$ cat config.mk
export PLATFORM = sky130hd
export DESIGN_NAME = bus_stim_gen_flat
export DESIGN_NICKNAME = d
export VERILOG_FILES = /design/src/rtl/bus_stim_gen_if.sv /design/src/rtl/bus_stim_gen.sv /design/src/flat_wrapper.sv
export SDC_FILE = /design/constraint.sdc
export NUM_CORES = 1
export LEC_CHECK = 0
export BUFFER_PORTS_ARGS = -buffer_cell sky130_fd_sc_hd__buf_2
export CAP_MARGIN = 0
export CORE_UTILIZATION = 42
export DETAILED_ROUTE_END_ITERATION = 10
export PLACE_DENSITY = 0.6
export SYNTH_ARGS = -nofsm -noshare
export SYNTH_HDL_FRONTEND = slang
export SYNTH_SLANG_ARGS = --single-unit
$ cat constraint.sdc
create_clock -name ck -period 7.92 [get_ports ck]
set_clock_uncertainty 0.05 [all_clocks]
set_input_delay 1.188 -clock ck [delete_from_list [all_inputs] [get_ports ck]]
set_output_delay 1.188 -clock ck [all_outputs]
set_load 0.01 [all_outputs]
$ cat src/rtl/bus_stim_gen_if.sv
// Bus-activity stimulus interface: controls into the generator, generated bus and activity count out.
// Latency: pure wiring, no state.
// Backpressure: none; the consumer samples A while valid is high and cannot stall the generator.
//
// Signals:
//   en      advance enable, sampled on the rising clock
//   mode    00 ADDR, 01 DATA, 10 STRIDE, 11 HOLD
//   clr     synchronous clear of tog_cnt
//   A       generated bus value
//   valid   A holds a value produced on the last edge
//   jump    A was produced by an ADDR block jump
//   tog_cnt saturating cumulative Hamming toggle count of A
interface bus_stim_gen_if #(
    parameter int W     = 8,
    parameter int CNT_W = 16
);
    logic             en;
    logic [1:0]       mode;
    logic             clr;
    logic [W-1:0]     A;
    logic             valid;
    logic             jump;
    logic [CNT_W-1:0] tog_cnt;

    // master: the generator, which owns the produced bus
    modport master (
        input  en, mode, clr,
        output A, valid, jump, tog_cnt
    );

    // slave: the controller / encoder side that steps the generator and watches the bus
    modport slave (
        output en, mode, clr,
        input  A, valid, jump, tog_cnt
    );
endinterface

$ cat src/rtl/bus_stim_gen.sv
// Stimulus generator: address-like, strided, pseudo-random or held W-bit bus plus its toggle count.
// Latency: one edge; an enabled edge updates A, jump, valid and tog_cnt together.
// Backpressure: none; en=0 freezes A, the LFSR and tog_cnt and drops valid/jump.
//
// Ports:
//   ck   clock, all state on the rising edge
//   rst  asynchronous active-high reset
//   bus  bus_stim_gen_if.master (en, mode, clr in; A, valid, jump, tog_cnt out)
module bus_stim_gen #(
    parameter int          W      = 8,
    parameter int          BLK    = 6,
    parameter int          STRIDE = 3,
    parameter logic [15:0] SEED   = 16'hACE1,
    parameter int          CNT_W  = 16
) (
    input  logic                 ck,
    input  logic                 rst,
    bus_stim_gen_if.master       bus
);

    typedef enum logic [1:0] {
        MODE_ADDR   = 2'b00,
        MODE_DATA   = 2'b01,
        MODE_STRIDE = 2'b10,
        MODE_HOLD   = 2'b11
    } mode_t;

    // Popcount of a W-bit vector needs enough bits to hold W itself.
    localparam int PC_W  = $clog2(W + 1);
    // One extra bit above the wider of counter and popcount so overflow is visible in the sum.
    localparam int SUM_W = ((CNT_W > PC_W) ? CNT_W : PC_W) + 1;

    logic [W-1:0]     a_q;
    logic [W-1:0]     a_nxt;
    logic [15:0]      lfsr_q;
    logic [15:0]      lfsr_nxt;
    logic             valid_q;
    logic             jump_q;
    logic             jump_nxt;
    logic [CNT_W-1:0] tog_q;
    logic [CNT_W-1:0] tog_nxt;

    logic [W-1:0]     diff;
    logic [PC_W-1:0]  pc;
    logic [SUM_W-1:0] sum;
    mode_t            mode_s;

    assign mode_s = mode_t'(bus.mode);

    // 16-bit Fibonacci LFSR, taps 16/14/13/11.
    assign lfsr_nxt = {lfsr_q[14:0], lfsr_q[15] ^ lfsr_q[13] ^ lfsr_q[12] ^ lfsr_q[10]};

    // Next bus value; every mode works from the current A and the pre-advance LFSR.
    always_comb begin
        a_nxt    = a_q;
        jump_nxt = 1'b0;
        unique case (mode_s)
            MODE_ADDR: begin
                if (&a_q[BLK-1:0]) begin
                    // End of block: random block base, low field restarts at zero.
                    a_nxt    = {lfsr_q[W-1:BLK], {BLK{1'b0}}};
                    jump_nxt = 1'b1;
                end else begin
                    a_nxt = a_q + 1'b1;
                end
            end
            MODE_DATA:   a_nxt = lfsr_q[W-1:0];
            MODE_STRIDE: a_nxt = a_q + W'(STRIDE);
            MODE_HOLD:   a_nxt = a_q;
            default:     a_nxt = a_q;
        endcase
    end

    // Hamming distance between the current and next bus value.
    assign diff = a_q ^ a_nxt;

    always_comb begin
        pc = '0;
        for (int i = 0; i < W; i++) begin
            pc = pc + PC_W'(diff[i]);
        end
    end

    // Saturate on the full-width sum so a wrap can never masquerade as a small count.
    always_comb begin
        sum = SUM_W'(tog_q) + SUM_W'(pc);
        if (|sum[SUM_W-1:CNT_W]) begin
            tog_nxt = {CNT_W{1'b1}};
        end else begin
            tog_nxt = sum[CNT_W-1:0];
        end
    end

    always_ff @(posedge ck or posedge rst) begin
        if (rst) begin
            a_q     <= '0;
            lfsr_q  <= SEED;
            valid_q <= 1'b0;
            jump_q  <= 1'b0;
            tog_q   <= '0;
        end else begin
            valid_q <= bus.en;
            if (bus.en) begin
                a_q    <= a_nxt;
                lfsr_q <= lfsr_nxt;
                jump_q <= jump_nxt;
            end else begin
                jump_q <= 1'b0;
            end
            // clr wins over accumulation; the update on the clearing edge is discarded.
            if (bus.clr) begin
                tog_q <= '0;
            end else if (bus.en) begin
                tog_q <= tog_nxt;
            end
        end
    end

    assign bus.A       = a_q;
    assign bus.valid   = valid_q;
    assign bus.jump    = jump_q;
    assign bus.tog_cnt = tog_q;

endmodule

$ cat src/flat_wrapper.sv
// flat-port wrapper written by rule: the top's interface ports become plain ports
module bus_stim_gen_flat 
#(
    parameter int          W      = 8,
    parameter int          BLK    = 6,
    parameter int          STRIDE = 3,
    parameter logic [15:0] SEED   = 16'hACE1,
    parameter int          CNT_W  = 16
)
  (ck, rst, bus_en, bus_mode, bus_clr, bus_A, bus_valid, bus_jump, bus_tog_cnt);
  bus_stim_gen_if #(.W(W), .CNT_W(CNT_W)) bus_i ();
  input  logic ck;
  input  logic rst;
  input wire logic [$bits(bus_i.en)-1:0] bus_en;
  input wire logic [$bits(bus_i.mode)-1:0] bus_mode;
  input wire logic [$bits(bus_i.clr)-1:0] bus_clr;
  output wire logic [$bits(bus_i.A)-1:0] bus_A;
  output wire logic [$bits(bus_i.valid)-1:0] bus_valid;
  output wire logic [$bits(bus_i.jump)-1:0] bus_jump;
  output wire logic [$bits(bus_i.tog_cnt)-1:0] bus_tog_cnt;
  assign bus_i.en = bus_en;
  assign bus_i.mode = bus_mode;
  assign bus_i.clr = bus_clr;
  assign bus_A = bus_i.A;
  assign bus_valid = bus_i.valid;
  assign bus_jump = bus_i.jump;
  assign bus_tog_cnt = bus_i.tog_cnt;
  bus_stim_gen #(.W(W), .BLK(BLK), .STRIDE(STRIDE), .SEED(SEED), .CNT_W(CNT_W)) u_core (.ck(ck), .rst(rst), .bus(bus_i));
endmodule
==> metrics.md <==
| Metric | Value |
|---|---|
| Met2 GRT Util | 0.2653 |
| Diode count | 0 |
| Setup TNS | 0 ns |
| Hold Path Class | register to register |
| IO Count | 32 |
| Max clock buf depth | 2 |
| Worst Tran Pin Value | approximately 0.75 ns |
| Clock transition at path regs | 0.09 ns |
| Syn_area_per_cell | slightly below 10 um^2 |
| Finish-stage setup viols | 0 |
| Drt total wl | 6040 um |
| Met3 GRT Util | 0.02684 |
| Number of gates resized after cts | 0 |
| Vias in the first global route | just over 2000 |
| Area Growth Syn to Fin | 10.37% |
| Root Buffer | clkbuf_8 |
| Top cells by area, synth | dfrtp_1 31%, dfstp_2 7.6%, mux2_2 6.9% |
| Hold Slack | about 0.46 ns |
| Worst slew margin | 0.4945 |
| Synth Cell Area | 2776 um^2 |
| GRT overflow | 0 |
| Slew Limit Fails | 0 |
| Flops & latches, synth | 42 |
| ANT nets after route | 0 |
| Pin count of the biggest net entering global routing | 52 |
| Startpoint types | input port |
| Area leader, netlist | dfrtp_1 |
| Via density | around 5.8 |
| Critical path endpoint category | register |
| Met1 GRT Util | 0.2680 |
| Worst Hold Launch | u_core.lfsr_q[9] |
| Register area | approximately 1100 um^2 |
| Iter 0 DRT Violations | 126 |
| Row cnt | 29 |
| Worst R2R End | u_core.bus.tog_cnt[11] |
| Share of layout cells above drive strength 1 | 0.2427 |
| GR peak layer | met1 |
| Setup CP Type | input port to register |
| Die height | around 83 um |
| First-pass GRT wire length | 10240 um |
| FF-to-FF path depth | 16 |
| # nets final | around 330 |
| DRC Markers | 0 |
| Setup bufs post-CTS | 0 |
| Sequential-to-total area share from yosys stat | 0.3822 |
| Primary FF master, synth | dfrtp_1 |
| Starting Density | 0.4372 |
| R2R Setup Slk | 1.94 ns |
| Multi-input gate area | roughly 1600 um^2 |
| LEAKAGE | between 1 and 1.5 nW |
| Drt wl/cell | between 15 and 20 um |
| Final Critical Period | slightly above 6 ns |
| Power Density | roughly 380 nW/um^2 |
| Final Hold Fails | 0 |
| Fmax | roughly 0.16 GHz |
| Hold EP | u_core.lfsr_q[9] |
| Cts bufs inserted | 5 |
| Period utilisation layout | 0.7782 |
| Initial antenna violation count | 0 |
| # H-tree levels | 2 |
| Async SR Flop Fraction | 1.000 |
| Post-synth cell types | 56 |
| Post-synth EDFFs | 0 |
| CP required | 8.11 ns |
| Max VDD drop | roughly 0.21 mV |
| Clk_lat worst skew | roughly 0.30 ns |
| Post-synth top area share | 0.3064 |
| Synthesized instance count | between 200 and 300 |
| CTS tree | done |
| Hold Path Depth | 1 |
| Status | complete, no violations |
| Detailed Place HPWL | 4072 um |
| Routed vias | 2237 |
| Core Footprint | around 6300 um^2 |
| Routability congestion estimate | between 0.8 and 0.9 |
| Die width | 83.31 um |
| DR pass1 iterations | 4 |
| RSZ-0062 raised after global routing | false |
| CTS Sinks | 42 |
| IO buf count | 31 |
| Max-capacitance violation count | 0 |
| GRT Util Overall | 0.1819 |
| Syn nets | ~300 |
| CP arrival | 6.36 ns |
| Cts hold-fix bufs | 0 |
| Final-layout fill cell count | 598 |
| FF-to-FF Start | u_core.bus.A[1] |
| Die area | 6940 um^2 |
| Critical Path Fanout Max | 16 |
| YS warnings | 0 |
## Yosys cell counts, drive strengths merged (2+ instances only)
cell	n
o21bai	2
nor2	18
a21o	3
o211ai	4
or3	2
o21ba	2
a41o	2
mux2i	3
o31ai	2
nand4	4
or4	2
dfrtp	34
and2	2
nor2b	2
o32ai	2
and3	2
a211oi	6
a311oi	5
nor3	7
a31oi	4
nand2b	3
fa	5
nand3	12
buf	6
inv	18
xnor2	13
dfstp	8
a41oi	3
and4	2
ha	9
a21oi	22
o21a	4
mux2	17
clkbuf	15
o22ai	3
o21ai	11
xor2	3
nand2	14
## critical path, cell delays in order
cell and delay, ns:
buf_2 0.19, inv_1 0.24, o22ai_1 0.11, o21ai_0 0.24, mux2_2 0.38, fa_1 0.48
inv_1 0.05, fa_1 0.50, fa_1 0.47, fa_1 0.49, fa_1 0.44, nor2b_1 0.21
o31ai_1 0.13, or4_1 0.75, a41oi_1 0.33, o21a_1 0.15
## area by class of cell
type | count | share of cell area
Clock inverter | 2 | 0.01225
Timing Repair Buffer | 33 | 0.05553
Clock buffer | 6 | 0.02368
Inverter | 18 | 0.02205
Tap cell | 77 | 0.03144
Sequential cell | 42 | 0.3463
Multi-Input combinational cell | 208 | 0.5088
## metrics by stage
step	cells	power [W]	utilization	area [um^2]	setup WS, ns
6_report	386	0.001172	0.4826	3064	1.756
5_1_grt	386	0.001284	0.4826	3064	1.498
4_1_cts	386	0.001191	0.4826	3064	1.767
3_5_place_dp	378	0.001012	0.4652	2954	1.454
3_3_place_gp	378	0.0009969	0.4652	2954	1.528
2_1_floorplan	289	0.0008838	-	2776	1.601
## worst max-delay path by stage
stage                      startpoint  cells past startpoint  slack, ns                      to
final                     bus_mode[0]                     16       1.76  u_core.bus.tog_cnt[11]
after floorplan           bus_mode[1]                     18       1.60   u_core.bus.tog_cnt[0]
after global routing      bus_mode[0]                     17       1.50  u_core.bus.tog_cnt[11]
after detailed placement  bus_mode[0]                     16       1.45  u_core.bus.tog_cnt[11]
after global placement    bus_mode[0]                     16       1.53  u_core.bus.tog_cnt[11]
after CTS                 bus_mode[0]                     16       1.77  u_core.bus.tog_cnt[11]
## sequential cells by signal, summed over array words and instances (netlist names)
signal and cells:
u_core.bus.tog_cnt 16, u_core.bus.valid 1, u_core.lfsr_q 16, u_core.bus.A 8, u_core.bus.jump 1
## cell usage in the layout (no fill, tap or decap), types with 3 or more instances in the layout
master	instances
dfstp_2	8
ha_1	9
nand3_1	12
a21o_1	3
nand2_1	13
xor2_1	3
a21oi_1	22
a31oi_1	4
a211oi_1	6
xnor2_1	13
mux2i_1	3
o21a_1	4
a311oi_2	5
mux2_2	17
dfrtp_1	34
nand4_1	4
fa_1	5
o211ai_1	4
nor2_1	18
buf_2	31
inv_1	17
clkbuf_8	5
nor3_1	7
o22ai_1	3
a41oi_1	3
o21ai_0	11
nand2b_1	3
## per-layer routing
| layer | share of wire | vias up |
|---|---|---|
| li1 | - | 1093 |
| met1 | 0.49 | 1091 |
| met2 | 0.46 | 47 |
| met3 | 0.034 | 6 |
| met4 | 0.014 | 0 |
| met5 | 0 | - |
## cells by family after synthesis
family,after synthesis,share of synthesized area
AO/OA/AOI/OAI,83,0.2141
XOR/XNOR,16,0.05048
adder cells (fa/ha/maj),14,0.07661
buffers and inverters,39,0.05632
flip-flops,42,0.3822
multiplexers,20,0.07976
AND/OR/NAND/NOR,75,0.1406
## where the power goes
part           leakage (nW)  switching, W  total, W  internal, W
clock network        0.0514     0.0000793  0.000174    0.0000942
logic                 0.762      0.000308  0.000613     0.000304
registers             0.515     0.0000898  0.000386     0.000296
(Power assumes the default switching activity.)
